File: config.mk
export PLATFORM = sky130hd
export DESIGN_NAME = oled_spi_driver
export DESIGN_NICKNAME = d
export VERILOG_FILES = /design/src/rtl/oled_pkg.sv /design/src/rtl/spi_byte_tx.sv /design/src/rtl/oled_spi_driver.sv
export SDC_FILE = /design/constraint.sdc
export NUM_CORES = 1
export LEC_CHECK = 0
export BUFFER_PORTS_ARGS = -buffer_cell sky130_fd_sc_hd__buf_2
export CAP_MARGIN = 20
export CORE_MARGIN = 2
export CORE_UTILIZATION = 50
export CTS_CLUSTER_DIAMETER = 30
export DETAILED_ROUTE_END_ITERATION = 16
export GPL_TIMING_DRIVEN = 0
export HOLD_SLACK_MARGIN = 0.02
export MAX_ROUTING_LAYER = met4
export PLACE_DENSITY = 0.7
export SLEW_MARGIN = 20
export SYNTH_ARGS = -nofsm -noshare
export SYNTH_HDL_FRONTEND = slang
export SYNTH_SLANG_ARGS = --single-unit
export TNS_END_PERCENT = 50
File: constraint.sdc
create_clock -name clk -period 3.21 [get_ports clk]
set_clock_uncertainty 0.15 [all_clocks]
set_input_delay 0.1605 -clock clk [delete_from_list [all_inputs] [get_ports clk]]
set_output_delay 0.1605 -clock clk [all_outputs]
set_load 0.1 [all_outputs]
File: src/rtl/oled_pkg.sv
// Shared types and constants for the SSD1306 OLED SPI driver.
// Holds the controller states and the fixed panel init sequence.
package oled_pkg;

  typedef enum logic [2:0] {
    PANEL_RESET,
    STARTUP,
    LOAD_CMD,
    LOAD_PIX,
    SHIFT,
    BYTE_DONE
  } oled_state_t;

  localparam int INIT_LEN     = 14;
  localparam int SCREEN_BYTES = 1024;

  // Display off, horizontal addressing, full column/page windows,
  // charge pump on, segment/COM remap, display on.
  localparam logic [7:0] INIT_SEQ [INIT_LEN] = '{
    8'hAE, 8'h20, 8'h00, 8'h21, 8'h00, 8'h7F, 8'h22,
    8'h00, 8'h07, 8'h8D, 8'h14, 8'hA1, 8'hC8, 8'hAF
  };

  // Out-of-range indices return the SSD1306 NOP command.
  function automatic logic [7:0] init_byte(input logic [3:0] idx);
    if (int'(idx) < INIT_LEN) return INIT_SEQ[idx];
    return 8'hE3;
  endfunction

endpackage

File: src/rtl/spi_byte_tx.sv
// Mode-0 SPI byte shifter, MSB first, SCLK_DIV clk cycles per SCLK half-period.
// io_sdin only moves on the same edge that drops io_sclk, so data is stable around every rising edge.
module spi_byte_tx #(
  parameter int SCLK_DIV = 4
) (
  input  logic       clk,
  input  logic       rst,
  input  logic       load,
  input  logic [7:0] data,
  output logic       busy,
  output logic       done,
  output logic       io_sclk,
  output logic       io_sdin
);

  localparam int DW = (SCLK_DIV > 1) ? $clog2(SCLK_DIV) : 1;
  localparam logic [DW-1:0] DIV_LAST = DW'(SCLK_DIV - 1);

  logic [7:0]    shreg;
  logic [2:0]    bit_cnt;
  logic [DW-1:0] div_cnt;

  // Last cycle of bit 0's high phase.
  assign done = busy && io_sclk && (bit_cnt == 3'd0) && (div_cnt == '0);

  always_ff @(posedge clk or posedge rst) begin
    if (rst) begin
      shreg   <= '0;
      bit_cnt <= '0;
      div_cnt <= '0;
      busy    <= 1'b0;
      io_sclk <= 1'b0;
      io_sdin <= 1'b0;
    end else if (load) begin
      shreg   <= data;
      io_sdin <= data[7];
      io_sclk <= 1'b0;
      bit_cnt <= 3'd7;
      div_cnt <= DIV_LAST;
      busy    <= 1'b1;
    end else if (busy) begin
      if (div_cnt != '0) begin
        div_cnt <= div_cnt - 1'b1;
      end else begin
        div_cnt <= DIV_LAST;
        if (!io_sclk) begin
          io_sclk <= 1'b1;
        end else begin
          io_sclk <= 1'b0;
          if (bit_cnt == 3'd0) begin
            busy <= 1'b0;
          end else begin
            bit_cnt <= bit_cnt - 3'd1;
            shreg   <= {shreg[6:0], 1'b0};
            io_sdin <= shreg[6];
          end
        end
      end
    end
  end

endmodule

File: src/rtl/oled_spi_driver.sv
// SSD1306 128x64 driver: panel power-up, init command stream, then endless frame refresh.
// Frame completions (frameNumber) are the system timebase.
module oled_spi_driver
  import oled_pkg::*;
#(
  parameter int SCLK_DIV     = 4,
  parameter int RESET_CYCLES = 270_000,
  parameter int STARTUP_WAIT = 2_700_000
) (
  input  logic       clk,
  input  logic       rst,
  input  logic [7:0] patternByte,
  output logic [9:0] pixelIndex,
  output logic [7:0] frameNumber,
  output logic       io_sclk,
  output logic       io_sdin,
  output logic       io_cs,
  output logic       io_dc,
  output logic       io_reset
);

  localparam logic [31:0] RESET_LAST   = 32'(RESET_CYCLES - 1);
  localparam logic [31:0] STARTUP_LAST = 32'(STARTUP_WAIT - 1);

  oled_state_t state, next_state;
  logic [31:0] wait_cnt;
  logic [3:0]  cmd_idx;
  logic        tx_load, tx_busy, tx_done;
  logic [7:0]  tx_data;

  spi_byte_tx #(.SCLK_DIV(SCLK_DIV)) u_tx (
    .clk     (clk),
    .rst     (rst),
    .load    (tx_load),
    .data    (tx_data),
    .busy    (tx_busy),
    .done    (tx_done),
    .io_sclk (io_sclk),
    .io_sdin (io_sdin)
  );

  always_ff @(posedge clk or posedge rst) begin
    if (rst) state <= PANEL_RESET;
    else     state <= next_state;
  end

  always_comb begin
    next_state = state;
    tx_load    = 1'b0;
    tx_data    = init_byte(cmd_idx);
    case (state)
      PANEL_RESET: if (wait_cnt == '0) next_state = STARTUP;
      STARTUP:     if (wait_cnt == '0) next_state = LOAD_CMD;
      LOAD_CMD: begin
        tx_load    = 1'b1;
        next_state = SHIFT;
      end
      LOAD_PIX: begin
        tx_load    = 1'b1;
        tx_data    = patternByte;
        next_state = SHIFT;
      end
      // A shifter that went idle without a done pulse still closes the byte.
      SHIFT:       if (tx_done || !tx_busy) next_state = BYTE_DONE;
      BYTE_DONE: begin
        if (io_dc || cmd_idx == 4'(INIT_LEN - 1)) next_state = LOAD_PIX;
        else                                     next_state = LOAD_CMD;
      end
      default:     next_state = PANEL_RESET;
    endcase
  end

  // Pin levels are registered from next_state so they line up with the state register.
  always_ff @(posedge clk or posedge rst) begin
    if (rst) begin
      wait_cnt    <= RESET_LAST;
      cmd_idx     <= '0;
      pixelIndex  <= '0;
      frameNumber <= '0;
      io_reset    <= 1'b0;
      io_cs       <= 1'b1;
      io_dc       <= 1'b0;
    end else begin
      io_reset <= (next_state != PANEL_RESET);
      io_cs    <= !(next_state inside {LOAD_CMD, LOAD_PIX, SHIFT});
      case (next_state)
        LOAD_CMD: io_dc <= 1'b0;
        LOAD_PIX: io_dc <= 1'b1;
        default:  ;
      endcase
      case (state)
        PANEL_RESET: wait_cnt <= (wait_cnt == '0) ? STARTUP_LAST : wait_cnt - 32'd1;
        STARTUP: begin
          if (wait_cnt != '0) wait_cnt <= wait_cnt - 32'd1;
          else                cmd_idx  <= '0;
        end
        BYTE_DONE: begin
          if (!io_dc) begin
            cmd_idx <= cmd_idx + 4'd1;
          end else if (pixelIndex == 10'(SCREEN_BYTES - 1)) begin
            pixelIndex  <= '0;
            frameNumber <= frameNumber + 8'd1;
          end else begin
            pixelIndex <= pixelIndex + 10'd1;
          end
        end
        default: ;
      endcase
    end
  end

endmodule

==> impl_metrics.yaml <==
cts:
  cts-htree-levels: 3
  clk_pin_slew_ns: 0.09
  cts.path.max_buffers: 2
  cts_buffers: 9
  cts_root_buffer: "clkbuf_8"
  cts_tree: "built"
  clk_latency_ns: 0.35
  clock_sinks: 75
routing:
  wl_met1_mm: 4.25
  drc: 0
  drtAntennaViolNets: 0
  dr.pass1.iters: 4
  met2_length_mm: 4.20
  num_vias: 3351
  top_layer: "met4"
  routed_wirelength_mm: 8.77
  wire_per_inst_um: 14.8
  drtIter0Drc: 158
  viasPerCell: 5.67
  wl_met3_um: 220
timing:
  timing.hold.ws_ns: 0.0279
  finalSetupTns_ns: 0
  fin_crit_ns: 3.00
  rsz0062_at_grt: "false"
  maxSlewHeadroom: 0.443
  slew_viol_final: 0
  tightest_slew_ns: 0.828
  fin_crit_sh: 0.934
  max_freq_mhz: 334
  hold_viol: 0
  setup_viol: 0
synth:
  synth-edff-count: 0
  synth_ff_type: "dfrtp_1"
  synth.top_cells.by_area: "dfrtp_1 38%, dfstp_2 7.6%, nand2_1 4.1%"
  synthArstFlopShare: 1.00
  synth_area_sq_um: 4160
  synth_seq_cells: 75
  postSynthAreaPerCell_sq_um: 9.67
  ys_seq_area_frac: 0.455
  syn-num-nets: 450
  synth_area_leader_cell: "dfrtp_1"
  netlist.area_leader.share: 0.379
  yosys_warnings: 0
  synth_cell_types: 56
  syn_inst: 430
power:
  p_seq_frac: 0.563
  p_int_w: 0.00125
  p_leak_nw: 2.10
  clkPwrFrac: 0.412
  p_switching_w: 0.000428
  power.density_nw_per_um2: 355
  p_comb_frac: 0.026
  swShare: 0.254
  ir_drop_mv: 0.259
final_layout:
  final_layout_size_suffix_gt1_frac: 0.193
  diodes: 0
  nets: 501
  fillers: 695
  syn2layout_area_growth_pct: 13.9
floorplanning:
  die-height_um: 95.2
  start_util: 0.511
  core_sq_um: 8130
  pin_count: 33
  die_w_um: 95.2
  dieArea_sq_um: 9060
  num_rows: 33
setup_path:
  required_ns: 3.29
  crit_arrival_ns: 3.08
  reg2reg_to: "wait_cnt[25]"
  cp.depth: 9
  crit_fanout: 10
  path_cells: "inv_1 > ha_1 > or4b_1 > buf_2 > nor4_4 > and4_1 > buf_4 > nor2_1 > mux2_2"
  crit_path_end: "wait_cnt[25]"
  r2r_slack_ns: 0.21
  crit_type: "register to register"
  critPathMaxStageDelay_ns: 0.50
  crit_buf_inv: 3
  critPathLaunchType: "register"
  startpoint: "wait_cnt[0]"
  r2r_cells: 9
  crit_family: "simple AND/OR/NAND/NOR gates"
  critPathSlowestCell: "nor4_4"
  critPathCaptureType: "register"
  r2r-start: "wait_cnt[0]"
grt:
  grt.total_usage: 0.215
  grt-ovfl-total: 0
  grt_pass1_vias: 3172
  grt_antenna_before_repair: 0
  grt_start_max_net_pins: 47
  grt_pass1_wl_mm: 15.0
placed_design:
  routabilityCongestion: 0.834
  dpl.hpwl_mm: 6.14
  port_buffers: 32
flow_run:
  drv_cap: 0
hold_path:
  hold_path.class: "input pin to register"
outcome:
  status: "complete, no violations"
## what timing repair did
| item | 4_1_cts | 5_1_grt |
|---|---|---|
| setup endpoints to repair | 0 | 1 |
| gates resized for setup | 0 | 1 |
| hold endpoints to repair | 35 | 0 |
| setup buffers | 0 | 0 |
| hold buffers | 7 | 0 |
## registers in the layout, indices dropped and copies added, names as in the netlist
signal        cells
u_tx.io_sdin      1
u_tx.io_sclk      1
io_reset          1
u_tx.div_cnt      2
u_tx.busy         1
u_tx.shreg        7
pixelIndex       10
state             3
u_tx.bit_cnt      3
io_cs             1
frameNumber       8
cmd_idx           4
wait_cnt         32
io_dc             1
## cells in the mapped netlist (all sizes together) (3+ instances only)
cell type	n
ha	10
nand2b	11
o211ai	5
nand2	45
buf	11
nor2b	3
o21ai	29
and4	3
or3	13
a21oi	20
and3	5
a31oi	3
dfrtp	63
or4	18
nor3	15
clkbuf	11
nor4	14
inv	15
xnor2	11
xor2	13
or2	3
nand3	9
dfstp	12
mux2i	16
nor2	31
mux2	6
nand4	7
a221oi	3
## metal layers
metal  track usage  vias to the layer above
li1              -                     1660
met1         0.279                     1633
met2         0.351                       46
met3        0.0316                       12
met4        0.0616                        0
met5             -                        -
## worst min-delay path: cells and delay by family
kind | cells | cell delay [ns]
buffers and inverters | 1 | 0.10
AO/OA/AOI/OAI | 2 | 0.16
AND/OR/NAND/NOR | 1 | 0.08
## cells in the final DEF (no fill, tap or decap), types with 10 or more instances in the layout
cell / netlist / routed
dfrtp_1: 63 / 63
inv_1: 15 / 14
or4_1: 17 / 17
nor2_1: 31 / 31
a21oi_1: 20 / 20
o21ai_0: 28 / 28
nor4_1: 12 / 12
nand2b_1: 11 / 11
buf_2: 8 / 40
xnor2_1: 11 / 11
or3_1: 13 / 13
dfstp_2: 12 / 12
clkbuf_1: 11 / 11
ha_1: 10 / 10
mux2i_1: 16 / 16
nand2_1: 45 / 45
xor2_1: 13 / 13
nor3_1: 15 / 14
## power by group through the flow
stage	Clock (W)	Combinational (W)	Sequential (W)
final	0.000692	0.0000433	0.000947
after floorplan	0	0.0000164	0.000969
after global routing	0.000747	0.0000489	0.000947
after detailed placement	0	0.0000386	0.000965
after global placement	0	0.0000330	0.000965
after CTS	0.000702	0.0000451	0.000947
## cell type report
type | instances | area (sq um) | area share
well taps | 105 | 131 | 0.0277
repair buffers | 40 | 258 | 0.0544
clock inverters | 7 | 58.8 | 0.0124
flip-flops and latches | 75 | 1890 | 0.399
multi-input cells | 318 | 2100 | 0.444
clock buffers | 9 | 124 | 0.0261
plain buffers | 22 | 111 | 0.0235
inverters | 15 | 58.8 | 0.0124
## worst min-delay path by stage
stage              startpoint  cells past startpoint              to
2_1_floorplan  patternByte[2]                      2   u_tx.shreg[2]
3_3_place_gp   frameNumber[7]                      1  frameNumber[7]
6_report       patternByte[7]                      4    u_tx.io_sdin
4_1_cts        patternByte[7]                      4    u_tx.io_sdin
5_1_grt        patternByte[7]                      4    u_tx.io_sdin
3_5_place_dp              rst                      2  frameNumber[3]
## cell families after synthesis
logic type / share of synthesized area
multiplexers: 0.0620
flip-flops: 0.455
AND/OR/NAND/NOR: 0.248
buffers and inverters: 0.0403
XOR/XNOR: 0.0506
adder cells (fa/ha/maj): 0.0301
AO/OA/AOI/OAI: 0.114
## metrics by stage
step                      power (W)   util  cells  worst slack (ns)  instance area [sq um]
after global placement     0.000998  0.547    567            0.0630                   4450
after floorplan            0.000986      -    430             0.216                   4160
final                       0.00168  0.582    591             0.212                   4740
after global routing        0.00174  0.582    591            0.0774                   4740
after CTS                   0.00169  0.582    591             0.214                   4730
after detailed placement    0.00100  0.551    568             0.241                   4480
Note: power is estimated with default switching activity, not from simulation.
